**src/rtl/clock_pkg.sv**
```systemverilog
`default_nettype none
// ============================================================================
//  Module      : clock_pkg
//  Description : Shared mode, field and key-index constants for the clock's
//                front-panel controller, plus small field/mode helpers.
//  Revision    : 1.0  initial release
// ============================================================================
package clock_pkg;

    // Operating modes of the clock front panel
    localparam logic [1:0] MODE_RUN       = 2'd0;
    localparam logic [1:0] MODE_SET_TIME  = 2'd1;
    localparam logic [1:0] MODE_SET_ALARM = 2'd2;

    // Selectable time fields
    localparam logic [1:0] FIELD_SEC  = 2'd0;
    localparam logic [1:0] FIELD_MIN  = 2'd1;
    localparam logic [1:0] FIELD_HOUR = 2'd2;

    // Bit positions of the four keys inside the packed key vectors
    localparam int c_KEY_MODE = 0;
    localparam int c_KEY_SEL  = 1;
    localparam int c_KEY_UP   = 2;
    localparam int c_KEY_DOWN = 3;
    localparam int c_NUM_KEYS = 4;

    // One-hot select for the inc/dec buses: [0]=sec, [1]=min, [2]=hour
    function automatic logic [2:0] field_onehot(input logic [1:0] field);
        case (field)
            FIELD_MIN:  return 3'b010;
            FIELD_HOUR: return 3'b100;
            default:    return 3'b001;
        endcase
    endfunction

    // SEC -> MIN -> HOUR -> SEC
    function automatic logic [1:0] field_next(input logic [1:0] field);
        case (field)
            FIELD_SEC: return FIELD_MIN;
            FIELD_MIN: return FIELD_HOUR;
            default:   return FIELD_SEC;
        endcase
    endfunction

    // RUN -> SET_TIME -> SET_ALARM -> RUN
    function automatic logic [1:0] mode_next(input logic [1:0] mode);
        case (mode)
            MODE_RUN:      return MODE_SET_TIME;
            MODE_SET_TIME: return MODE_SET_ALARM;
            default:       return MODE_RUN;
        endcase
    endfunction

endpackage
`default_nettype wire

```
**src/rtl/key_debounce.sv**
```systemverilog
`default_nettype none
// ============================================================================
//  Module      : key_debounce
//  Description : Two-flop synchroniser, stability counter, debounced level and
//                one-cycle press pulse for one raw front-panel key.
//  Revision    : 1.0  initial release
// ============================================================================
module key_debounce #(
    parameter int DEBOUNCE_CYC = 4
) (
    input  logic clk,
    input  logic rst,
    input  logic i_key,
    output logic o_level,
    output logic o_press
);
    import clock_pkg::*;

    localparam int              c_CW       = (DEBOUNCE_CYC > 1) ? $clog2(DEBOUNCE_CYC) : 1;
    localparam logic [c_CW-1:0] c_CNT_LAST = c_CW'(DEBOUNCE_CYC - 1);

    logic            r_sync1;
    logic            r_sync2;
    logic            r_level;
    logic            r_level_d;
    logic            r_armed;
    logic [1:0]      r_fill;
    logic [c_CW-1:0] r_cnt;

    // Bring the asynchronous key into the clock domain
    always_ff @(posedge clk or posedge rst) begin
        if (rst) begin
            r_sync1 <= 1'b0;
            r_sync2 <= 1'b0;
        end else begin
            r_sync1 <= i_key;
            r_sync2 <= r_sync1;
        end
    end

    // Accept a new level only after DEBOUNCE_CYC consecutive mismatching samples
    always_ff @(posedge clk or posedge rst) begin
        if (rst) begin
            r_level   <= 1'b0;
            r_level_d <= 1'b0;
            r_cnt     <= '0;
        end else begin
            r_level_d <= r_level;
            if (r_sync2 == r_level) begin
                r_cnt <= '0;
            end else if (r_cnt == c_CNT_LAST) begin
                r_level <= r_sync2;
                r_cnt   <= '0;
            end else begin
                r_cnt <= r_cnt + c_CW'(1);
            end
        end
    end

    // A key held through reset must be seen released before it can press again;
    // the synchroniser needs two edges to carry a real sample, hence r_fill.
    always_ff @(posedge clk or posedge rst) begin
        if (rst) begin
            r_fill  <= 2'd0;
            r_armed <= 1'b0;
        end else if (!r_armed) begin
            if (r_fill != 2'd2) begin
                r_fill <= r_fill + 2'd1;
            end else if (!r_sync2) begin
                r_armed <= 1'b1;
            end
        end
    end

    assign o_level = r_level;
    assign o_press = r_level & ~r_level_d & r_armed;

endmodule
`default_nettype wire

```
**src/rtl/clock_key_ctrl.sv**
```systemverilog
`default_nettype none
// ============================================================================
//  Module      : clock_key_ctrl
//  Description : Front-panel controller: debounces four keys, runs the
//                RUN/SET_TIME/SET_ALARM mode FSM, selects the field, generates
//                one-hot inc/dec pulses with auto-repeat, and owns alarm enable
//                and alarm dismiss.
//  Revision    : 1.0  initial release
// ============================================================================
module clock_key_ctrl #(
    parameter int DEBOUNCE_CYC  = 4,
    parameter int REPEAT_DELAY  = 16,
    parameter int REPEAT_PERIOD = 4
) (
    input  logic       clk,
    input  logic       rst,
    input  logic       key_mode,
    input  logic       key_sel,
    input  logic       key_up,
    input  logic       key_down,
    input  logic       alarming,
    output logic [1:0] mode,
    output logic [1:0] field,
    output logic [2:0] time_inc,
    output logic [2:0] time_dec,
    output logic [2:0] alarm_inc,
    output logic [2:0] alarm_dec,
    output logic       alarm_en,
    output logic       dis_alarm
);
    import clock_pkg::*;

    localparam int               c_RMAX        = (REPEAT_DELAY > REPEAT_PERIOD) ? REPEAT_DELAY : REPEAT_PERIOD;
    localparam int               c_RCW         = $clog2(c_RMAX + 1);
    localparam logic [c_RCW-1:0] c_DELAY_LAST  = c_RCW'(REPEAT_DELAY - 1);
    localparam logic [c_RCW-1:0] c_PERIOD_LAST = c_RCW'(REPEAT_PERIOD - 1);

    logic [c_NUM_KEYS-1:0] w_raw;
    logic [c_NUM_KEYS-1:0] w_level;
    logic [c_NUM_KEYS-1:0] w_press;

    assign w_raw = {key_down, key_up, key_sel, key_mode};

    generate
        for (genvar gi = 0; gi < c_NUM_KEYS; gi++) begin : g_key
            key_debounce #(
                .DEBOUNCE_CYC(DEBOUNCE_CYC)
            ) u_key_debounce (
                .clk    (clk),
                .rst    (rst),
                .i_key  (w_raw[gi]),
                .o_level(w_level[gi]),
                .o_press(w_press[gi])
            );
        end
    endgenerate

    logic [1:0]       r_mode;
    logic [1:0]       r_field;
    logic             r_rep_active;
    logic             r_rep_dn;
    logic             r_rep_phase;   // 0: waiting out the initial delay, 1: periodic
    logic [c_RCW-1:0] r_rep_cnt;
    logic [2:0]       r_time_inc;
    logic [2:0]       r_time_dec;
    logic [2:0]       r_alarm_inc;
    logic [2:0]       r_alarm_dec;
    logic             r_alarm_en;
    logic             r_dis_alarm;

    logic       w_press_mode;
    logic       w_press_sel;
    logic       w_press_up;
    logic       w_press_dn;
    logic       w_set_mode;
    logic       w_conflict;
    logic       w_hold;
    logic       w_rep_due;
    logic       w_pulse;
    logic       w_pulse_dn;
    logic       w_run_up;
    logic       w_run_dn;
    logic [2:0] w_oh;

    // Decide this cycle's key events; a mode press suppresses everything else
    always_comb begin
        w_press_mode = w_press[c_KEY_MODE];
        w_press_sel  = w_press[c_KEY_SEL];
        w_press_up   = w_press[c_KEY_UP];
        w_press_dn   = w_press[c_KEY_DOWN];
        w_set_mode   = (r_mode != MODE_RUN);
        w_conflict   = w_level[c_KEY_UP] & w_level[c_KEY_DOWN];
        w_hold       = r_rep_dn ? w_level[c_KEY_DOWN] : w_level[c_KEY_UP];
        w_rep_due    = r_rep_phase ? (r_rep_cnt == c_PERIOD_LAST) : (r_rep_cnt == c_DELAY_LAST);
        w_oh         = field_onehot(r_field);
        w_pulse      = 1'b0;
        w_pulse_dn   = 1'b0;
        if (!w_press_mode && w_set_mode && !w_conflict) begin
            if (w_press_up || w_press_dn) begin
                w_pulse    = 1'b1;
                w_pulse_dn = w_press_dn;
            end else if (r_rep_active && w_hold && w_rep_due) begin
                w_pulse    = 1'b1;
                w_pulse_dn = r_rep_dn;
            end
        end
        w_run_up = !w_press_mode && !w_set_mode && !w_conflict && w_press_up;
        w_run_dn = !w_press_mode && !w_set_mode && !w_conflict && w_press_dn && alarming;
    end

    // Mode FSM and field select
    always_ff @(posedge clk or posedge rst) begin
        if (rst) begin
            r_mode  <= MODE_RUN;
            r_field <= FIELD_SEC;
        end else if (w_press_mode) begin
            r_mode  <= mode_next(r_mode);
            r_field <= FIELD_SEC;
        end else if (w_press_sel && w_set_mode) begin
            r_field <= field_next(r_field);
        end
    end

    // Auto-repeat tracker: armed by a fresh up/down press, dropped on release,
    // up+down conflict, a mode press or leaving the SET modes
    always_ff @(posedge clk or posedge rst) begin
        if (rst) begin
            r_rep_active <= 1'b0;
            r_rep_dn     <= 1'b0;
            r_rep_phase  <= 1'b0;
            r_rep_cnt    <= '0;
        end else if (w_press_mode || w_conflict || !w_set_mode) begin
            r_rep_active <= 1'b0;
            r_rep_phase  <= 1'b0;
            r_rep_cnt    <= '0;
        end else if (w_press_up || w_press_dn) begin
            r_rep_active <= 1'b1;
            r_rep_dn     <= w_press_dn;
            r_rep_phase  <= 1'b0;
            r_rep_cnt    <= '0;
        end else if (r_rep_active) begin
            if (!w_hold) begin
                r_rep_active <= 1'b0;
                r_rep_phase  <= 1'b0;
                r_rep_cnt    <= '0;
            end else if (w_rep_due) begin
                r_rep_phase <= 1'b1;
                r_rep_cnt   <= '0;
            end else begin
                r_rep_cnt <= r_rep_cnt + c_RCW'(1);
            end
        end
    end

    // Registered pulse outputs and RUN-mode alarm controls
    always_ff @(posedge clk or posedge rst) begin
        if (rst) begin
            r_time_inc  <= 3'b000;
            r_time_dec  <= 3'b000;
            r_alarm_inc <= 3'b000;
            r_alarm_dec <= 3'b000;
            r_alarm_en  <= 1'b0;
            r_dis_alarm <= 1'b0;
        end else begin
            r_time_inc  <= (w_pulse && !w_pulse_dn && (r_mode == MODE_SET_TIME))  ? w_oh : 3'b000;
            r_time_dec  <= (w_pulse &&  w_pulse_dn && (r_mode == MODE_SET_TIME))  ? w_oh : 3'b000;
            r_alarm_inc <= (w_pulse && !w_pulse_dn && (r_mode == MODE_SET_ALARM)) ? w_oh : 3'b000;
            r_alarm_dec <= (w_pulse &&  w_pulse_dn && (r_mode == MODE_SET_ALARM)) ? w_oh : 3'b000;
            r_dis_alarm <= w_run_dn;
            if (w_run_up) begin
                r_alarm_en <= ~r_alarm_en;
            end
        end
    end

    assign mode      = r_mode;
    assign field     = r_field;
    assign time_inc  = r_time_inc;
    assign time_dec  = r_time_dec;
    assign alarm_inc = r_alarm_inc;
    assign alarm_dec = r_alarm_dec;
    assign alarm_en  = r_alarm_en;
    assign dis_alarm = r_dis_alarm;

endmodule
`default_nettype wire

```
**config.mk**
```make
export PLATFORM = sky130hd
export DESIGN_NAME = clock_key_ctrl
export DESIGN_NICKNAME = d
export VERILOG_FILES = /design/src/rtl/clock_pkg.sv /design/src/rtl/key_debounce.sv /design/src/rtl/clock_key_ctrl.sv
export SDC_FILE = /design/constraint.sdc
export NUM_CORES = 1
export LEC_CHECK = 0
export ABC_CLOCK_PERIOD_IN_PS = 2750
export BUFFER_PORTS_ARGS = -buffer_cell sky130_fd_sc_hd__buf_2
export CAP_MARGIN = 20
export CORE_ASPECT_RATIO = 2
export CORE_UTILIZATION = 25
export DETAILED_ROUTE_END_ITERATION = 6
export GPL_ROUTABILITY_DRIVEN = 1
export HOLD_SLACK_MARGIN = 0.08
export PLACE_DENSITY_LB_ADDON = 0.12
export RECOVER_POWER = 100
export SETUP_SLACK_MARGIN = 0.4
export SYNTH_ARGS = -nofsm -noshare
export SYNTH_HDL_FRONTEND = slang
export SYNTH_SLANG_ARGS = --single-unit
export TNS_END_PERCENT = 50
```
**constraint.sdc**
```tcl
create_clock -name clk -period 2.75 [get_ports clk]
set_clock_uncertainty 0.2 [all_clocks]
set_input_delay 0.1375 -clock clk [delete_from_list [all_inputs] [get_ports clk]]
set_output_delay 0.1375 -clock clk [all_outputs]
set_load 0.01 [all_outputs]
```
==> results of run 1 <==
-- critical path: cells and delay by family (launching register included) --
kind             cells  cell delay (ns)
AO/OA/AOI/OAI        2             0.79
flip-flops           1             0.43
AND/OR/NAND/NOR      2             0.78
-- state kept, by name, summed over array words and instances, names as in the netlist --
name,cells
g_key.u_key_debounce.r_level_d,4
mode,2
r_rep_dn,1
r_rep_active,1
field,2
alarm_inc,3
alarm_dec,3
g_key.u_key_debounce.r_sync2,4
g_key.u_key_debounce.o_level,4
g_key.u_key_debounce.r_sync1,4
g_key.u_key_debounce.r_cnt,8
g_key.u_key_debounce.r_armed,4
r_rep_phase,1
r_rep_cnt,5
dis_alarm,1
time_inc,3
time_dec,3
g_key.u_key_debounce.r_fill,8
alarm_en,1
-- layer usage --
layer / GRT usage (%) / share of wire (%) / up-vias
met4: 6.35 / 3.0 / 0
li1: - / - / 800
met1: 10.6 / 39 / 794
met3: 3.13 / 3.0 / 9
met2: 18.7 / 55 / 21
met5: 0 / 0 / -
-- cell type report --
| cell class | count | area share, % |
|---|---|---|
| Clock buffer | 10 | 7.36 |
| Sequential cell | 62 | 49.8 |
| Multi-Input combinational cell | 127 | 29.1 |
| Inverter | 15 | 1.81 |
| Tap cell | 132 | 5.31 |
| Clock inverter | 3 | 0.482 |
| Timing Repair Buffer | 34 | 6.07 |
-- kinds of logic after synthesis --
group	after synthesis
flops	62
compound gates	27
fa+ha+maj	12
buf+inv	18
simple gates	72
xor+xnor	9
mux	7
-- final timing paths --
check,to,from,slack (ns)
min,g_key[1].u_key_debounce.r_sync2,g_key[1].u_key_debounce.r_sync1,0.15
min in group asynchronous,g_key[1].u_key_debounce.r_sync1,rst,0.45
max,alarm_inc[2],r_rep_cnt[2],0.46
max reg2reg,alarm_inc[2],r_rep_cnt[2],0.46
max in group asynchronous,g_key[0].u_key_debounce.r_armed,rst,1.15
min reg2reg,g_key[1].u_key_debounce.r_sync2,g_key[1].u_key_debounce.r_sync1,0.15
-- power breakdown --
part           switching [W]  internal, W
Combinational       0.000467     0.000274
Clock               0.000372     0.000588
Sequential          0.000110      0.00109
Total               0.000948      0.00195
-- Yosys cell counts, types with 2 or more instances --
master	number	area, sq um
nor3_1	12	60.1
nand4b_1	2	17.5
and3b_1	2	17.5
o21ai_0	5	25.0
xnor2_1	9	78.8
nand2_1	17	63.8
o31ai_1	3	22.5
nand3b_1	4	30.0
nor2_1	13	48.8
o21ai_1	2	10.0
ha_1	12	150
dfrtp_1	62	1550
a21o_1	4	30.0
inv_1	15	56.3
nor4_2	6	75.1
a21oi_1	4	20.0
clkbuf_1	3	11.3
mux2_2	4	45.0
nand2b_1	2	12.5
nor2b_1	7	43.8
mux2i_1	3	30.0
-- stage by stage --
step / setup WS [ns] / hold WS [ns]
floorplan: 0.780 / -0.0311
global placement: 0.597 / 0.0470
detailed placement: 0.583 / 0.0468
CTS: 0.574 / 0.149
global route: 0.261 / 0.158
finish: 0.456 / 0.145
==> run metrics, run 1 <==
share of layout cells above drive strength 1 11.2%; total power 0.00290 W; critical-path cell list or3b_1, a2111oi_4, a31oi_1, nor4_1; post-route cell area around 0.0031 sq mm; Core ar. a little under 0.01 sq mm; Initial Utilization between 20% and 30%; number of cell rows between 50 and 60; Seq cells post-synth 62; Hold Path Class flip-flop to flip-flop; first-pass GRT wire length 8340 um; pwr dens approximately 930 mW/mm^2; First-pass DRT Iterations 4; post-synthesis mux area share approximately 2.9%; largest net degree at the start of global routing 37; Wirelength per Cell 12.8 um; GP Congestion 0.693; max cap viols 0; status finished, final reports clean; setup bufs post-CTS 0; commonest non-fill, non-tap cells in the layout dfrtp_1 (62), clkbuf_1 (22), nand2_1 (17), inv_1 (15), nor2_1 (13); Worst EP arrival between 2 and 2.5 ns; worst ir drop on vdd about 0.42 mV; H-tree Lvls 3; Synth Area in Compound Gates 8.41%; initial antenna violation count 0; Multi-input gate area ~910 sq um; fin crit share between 80% and 90%; kind of critical path flip-flop to flip-flop; Ys Warns 0; Max Fanout on Critical Path 6; Final min period around 2.3 ns; Crit. End Element flip-flop; Max Slew Vio Count 0; Die Span Y ~150 um; Die Wd ~74 um; Syn Std Cell Area around 0.0026 sq mm; path depth of the worst reg2reg path 4; Cell Area, Placed roughly 0.0029 sq mm; DR DRC count 0; setup_tns 0 ns; Antenna Cells 0; achievable clock frequency 436 MHz; # setup viols final 0; P_leak about 1.3 nW; ANT nets after route 0; clock root buffer clkbuf_16; Initial DRC Count roughly 80; clk buf depth 2; synthesized netlist cell count 207; dpl cells ~360; Vias roughly 1,600; Fill cells around 1,000; Post-synth EDFFs 0; simple logic cell fraction of the synthesized area 16.5%; Synth Area in XOR/XNOR around 3.1%; largest family of logic cells by synthesized area simple AND/OR/NAND/NOR gates; overall routed net length roughly 5000 um; CP startpoint kind flip-flop; synth unique cells 37; Post-synth ARST share 100%; syn nets between 200 and 250; final net count 268; Area Growth Syn to Fin 21.6%; TritonCTS buffer count 9; commonest non-fill, non-tap cell in the layout dfrtp_1; register area between 0.0015 and 0.002 sq mm; post-layout util approximately a third; vias in the first global route between 1,500 and 2,000; post-DP HPWL between 3000 and 4000 um; # hold bufs at CTS 6; final std cells w/o fill 383; Slowest-stage cell, CP a2111oi_4; Post-Synth Adder-Cell Area just under 6%; Rel. slew slack 24.6%; Worst-path clk slew approximately 0.05 ns; Seq/Total Area, Yosys 60.6%; Worst Path Required around 2.8 ns; RSZ-0062 raised after global routing false; CTS tree yes; cts repair resizes 0; port buffer count 24; grt ovf 0; clk_lat worst skew ~0.32 ns; die area 0.0107 sq mm; Hold Path Stages 0; total global-route track usage between 10% and 20%; ys flop type dfrtp_1; Slew @ Worst Pin approximately 1.1 ns; clock net sink count 62; vias per cell between 4 and 5; final hold violation count 0; CP max stage delay roughly 0.48 ns; Syn Area/Cell approximately 12 sq um; Ports 25
No activity file was read; power rests on OpenSTA's default activity.
==> run 2: changes to the inputs <==
Settings changed: ABC_AREA from default to 1, ABC_CLOCK_PERIOD_IN_PS 2750 to 2200.
Clock period 2.75 ns to 2.2 ns, I/O delays scaled along.
==> run metrics, run 2 <==
status finished, final reports clean; H-tree Lvls 3 (unchanged); P_leak 1.44 nW (+9.3%); worst ir drop on vdd 0.548 mV (+31%); initial antenna violation count 0 (unchanged); overall routed net length 4640 um (-5.6%); Slew @ Worst Pin 0.829 ns (-0.301 ns); clk_lat worst skew 0.32 ns (about the same); synth unique cells 25 (-32%); vias per cell 4.06 (-4.2%); number of cell rows 52 (+2.0%); ANT nets after route 0 (unchanged); clock net sink count 62 (unchanged); Area Growth Syn to Fin 22.1%; top flop regs g_key.u_key_debounce.r_cnt (8), g_key.u_key_debounce.r_fill (8), r_rep_cnt (5); port buffer count 24 (unchanged); Max Slew Vio Count 0 (unchanged); Worst R2R Setup Slack 0.39 ns (-0.06 ns); path depth of the worst reg2reg path 9 (+5); DR DRC count 0 (unchanged); Seq/Total Area, Yosys 60.5% (-0.089 points); die area 0.0107 sq mm (+0.14%); post-synth top area share 60.5% (-0.089 points); Hold Path Stages 0 (unchanged); CTS tree yes; Crit. End Element flip-flop; worst r2r src g_key[2].u_key_debounce.o_level; Fill cells 1,096 (+6.8%); commonest non-fill, non-tap cell in the layout dfrtp_1; kind of critical path flip-flop to flip-flop; TritonCTS buffer count 9 (unchanged); first-pass GRT wire length 8090 um (-3.0%); syn nets 260 (+15%); worst hold endpoint g_key[3].u_key_debounce.r_sync2; Die Wd 73.6 um (about the same); largest area contributor in the netlist dfrtp_1; Multi-input gate area 858 sq um (-5.4%); final std cells w/o fill 423 (+10%); top post-synthesis cells by area dfrtp_1 (61%), ha_1 (5.9%), nor2_1 (5.1%); max cap viols 0 (unchanged); HP Start g_key[3].u_key_debounce.r_sync1; achievable clock frequency 553 MHz (+27%); Initial Utilization 25.6% (-0.46 points); final net count 302 (+13%); Final min period 1.81 ns (-0.487 ns); Hold Path Class flip-flop to flip-flop; Initial DRC Count 71 (-13%); setup_tns 0 ns (unchanged); synthesized netlist cell count 241 (+16%); post-DP HPWL 3380 um (-3.0%); register area 0.00155 sq mm (unchanged); commonest non-fill, non-tap cells in the layout dfrtp_1 (62), nor2_1 (36), inv_1 (27), nand2_1 (26), clkbuf_1 (21); largest net degree at the start of global routing 34 (-8.1%); dpl cells 401 (+10%); total global-route track usage 10.3% (-0.34 points); Reg2Reg Capture Point alarm_dec[0]; Syn Std Cell Area 0.00256 sq mm (+0.15%); Syn Area/Cell 10.6 sq um (-14%); Worst-path clk slew 0.05 ns (about the same); Vias 1,719 (+5.8%); Post-synth ARST share 100% (unchanged); clk buf depth 2 (unchanged); most frequent cells after synthesis dfrtp_1 (62), nor2_1 (35), inv_1 (27); fin crit share 82.2% (-1.3 points); Ports 25 (unchanged); cell with the most instances after synthesis dfrtp_1; # setup viols final 0 (unchanged); Cell Area, Placed 0.00286 sq mm (-0.57%); GP Congestion 0.729 (+5.2%); clock root buffer clkbuf_16; pwr dens 1180 mW/mm^2 (+27%); Rel. slew slack 44.8% (+20 points); Worst EP arrival 1.87 ns (-0.44 ns); vias in the first global route 1,813 (+4.7%); post-route cell area 0.00313 sq mm (+0.56%); Wirelength per Cell 11.0 um (-15%); Ys Warns 0 (unchanged); grt ovf 0 (unchanged); Post-synth EDFFs 0 (unchanged); share of layout cells above drive strength 1 14.2% (+3.1 points); RSZ-0062 raised after global routing false; Worst Path Required 2.26 ns (-0.50 ns); final hold violation count 0 (unchanged); ys flop type dfrtp_1; Antenna Cells 0 (unchanged); CP startpoint kind flip-flop; Seq cells post-synth 62 (unchanged); Die Span Y 145 um (about the same); First-pass DRT Iterations 4 (unchanged); Core ar. 0.0100 sq mm (+2.0%); Max Fanout on Critical Path 7 (+1)
[run 2: critical path, cell delays in order, from the launching register on]
cell	delay [ns]
dfrtp_1	0.46
nand2_1	0.14
nand2_2	0.05
nor2_1	0.23
nand2_1	0.17
nor2_2	0.16
nor2_4	0.05
inv_2	0.06
nand2_1	0.09
nor2_2	0.11
[run 2: what timing repair did]
item / in CTS / in global routing
setup endpoints to repair: 0 / 8
endpoints found under the hold margin: 67 / 0
resized for setup: 0 / 4
hold buffers: 6 / 0
setup buffers: 0 / 0
[run 2: kinds of logic after synthesis]
logic type                 after synthesis  share of synthesized area [%]
muxes                                    2                          0.878
xor gates and xnor gates                 9                           3.07
and+or+nand+nor                         98                           18.7
DFF                                     62                           60.5
buffers and inverters                   31                           4.83
AOI/OAI and AO/OA                       27                           6.15
adders and majority gates               12                           5.86
[run 2: per-stage QoR]
| step | util (%) | hold slack, ns | power (W) | setup slack [ns] |
|---|---|---|---|---|
| after global routing | 31.2 | 0.157 | 0.00397 | 0.208 |
| after global placement | 28.5 | 0.0194 | 0.00254 | 0.512 |
| after floorplan | - | -0.0586 | 0.00228 | 0.720 |
| after detailed placement | 28.5 | 0.0201 | 0.00255 | 0.499 |
| after CTS | 31.8 | 0.149 | 0.00385 | 0.488 |
| final | 31.2 | 0.148 | 0.00369 | 0.392 |
[run 2: final cells by class]
class                      instances  area share, %
inverter                          30           3.72
clock buffer                      12           7.87
clock inverter                     4          0.719
tap                              135           5.40
timing repair buffer              32           5.32
sequential                        62           49.6
multi-input combinational        148           27.4
[run 2: worst max-delay path by stage]
| stage | start | endpoint | slack, ns | depth (start not counted) |
|---|---|---|---|---|
| floorplan | r_rep_cnt[0] | r_rep_cnt[2] | 0.72 | 7 |
| detailed placement | g_key[2].u_key_debounce.o_level | alarm_dec[0] | 0.50 | 9 |
| finish | g_key[2].u_key_debounce.o_level | alarm_dec[0] | 0.39 | 9 |
| global route | g_key[0].u_key_debounce.o_level | r_rep_cnt[3] | 0.21 | 6 |
| global placement | g_key[3].u_key_debounce.o_level | alarm_dec[0] | 0.51 | 8 |
| CTS | g_key[2].u_key_debounce.o_level | alarm_dec[0] | 0.49 | 9 |
[run 2: layer usage]
layer	GRT usage [%]	wire length, um	vias to the layer above
li1	-	-	855
met1	10.4	1860	820
met3	1.67	139	13
met5	0	0	-
met4	8.94	210	0
met2	17.5	2430	31
[run 2: report_power, final]
group | switching, W | leakage, nW | total [W] | internal, W
clock | 0.000479 | 0.132 | 0.00126 | 0.000786
sequential | 0.000160 | 0.774 | 0.00151 | 0.00135
combinational | 0.000589 | 0.538 | 0.000914 | 0.000325
total | 0.00123 | 1.44 | 0.00369 | 0.00246
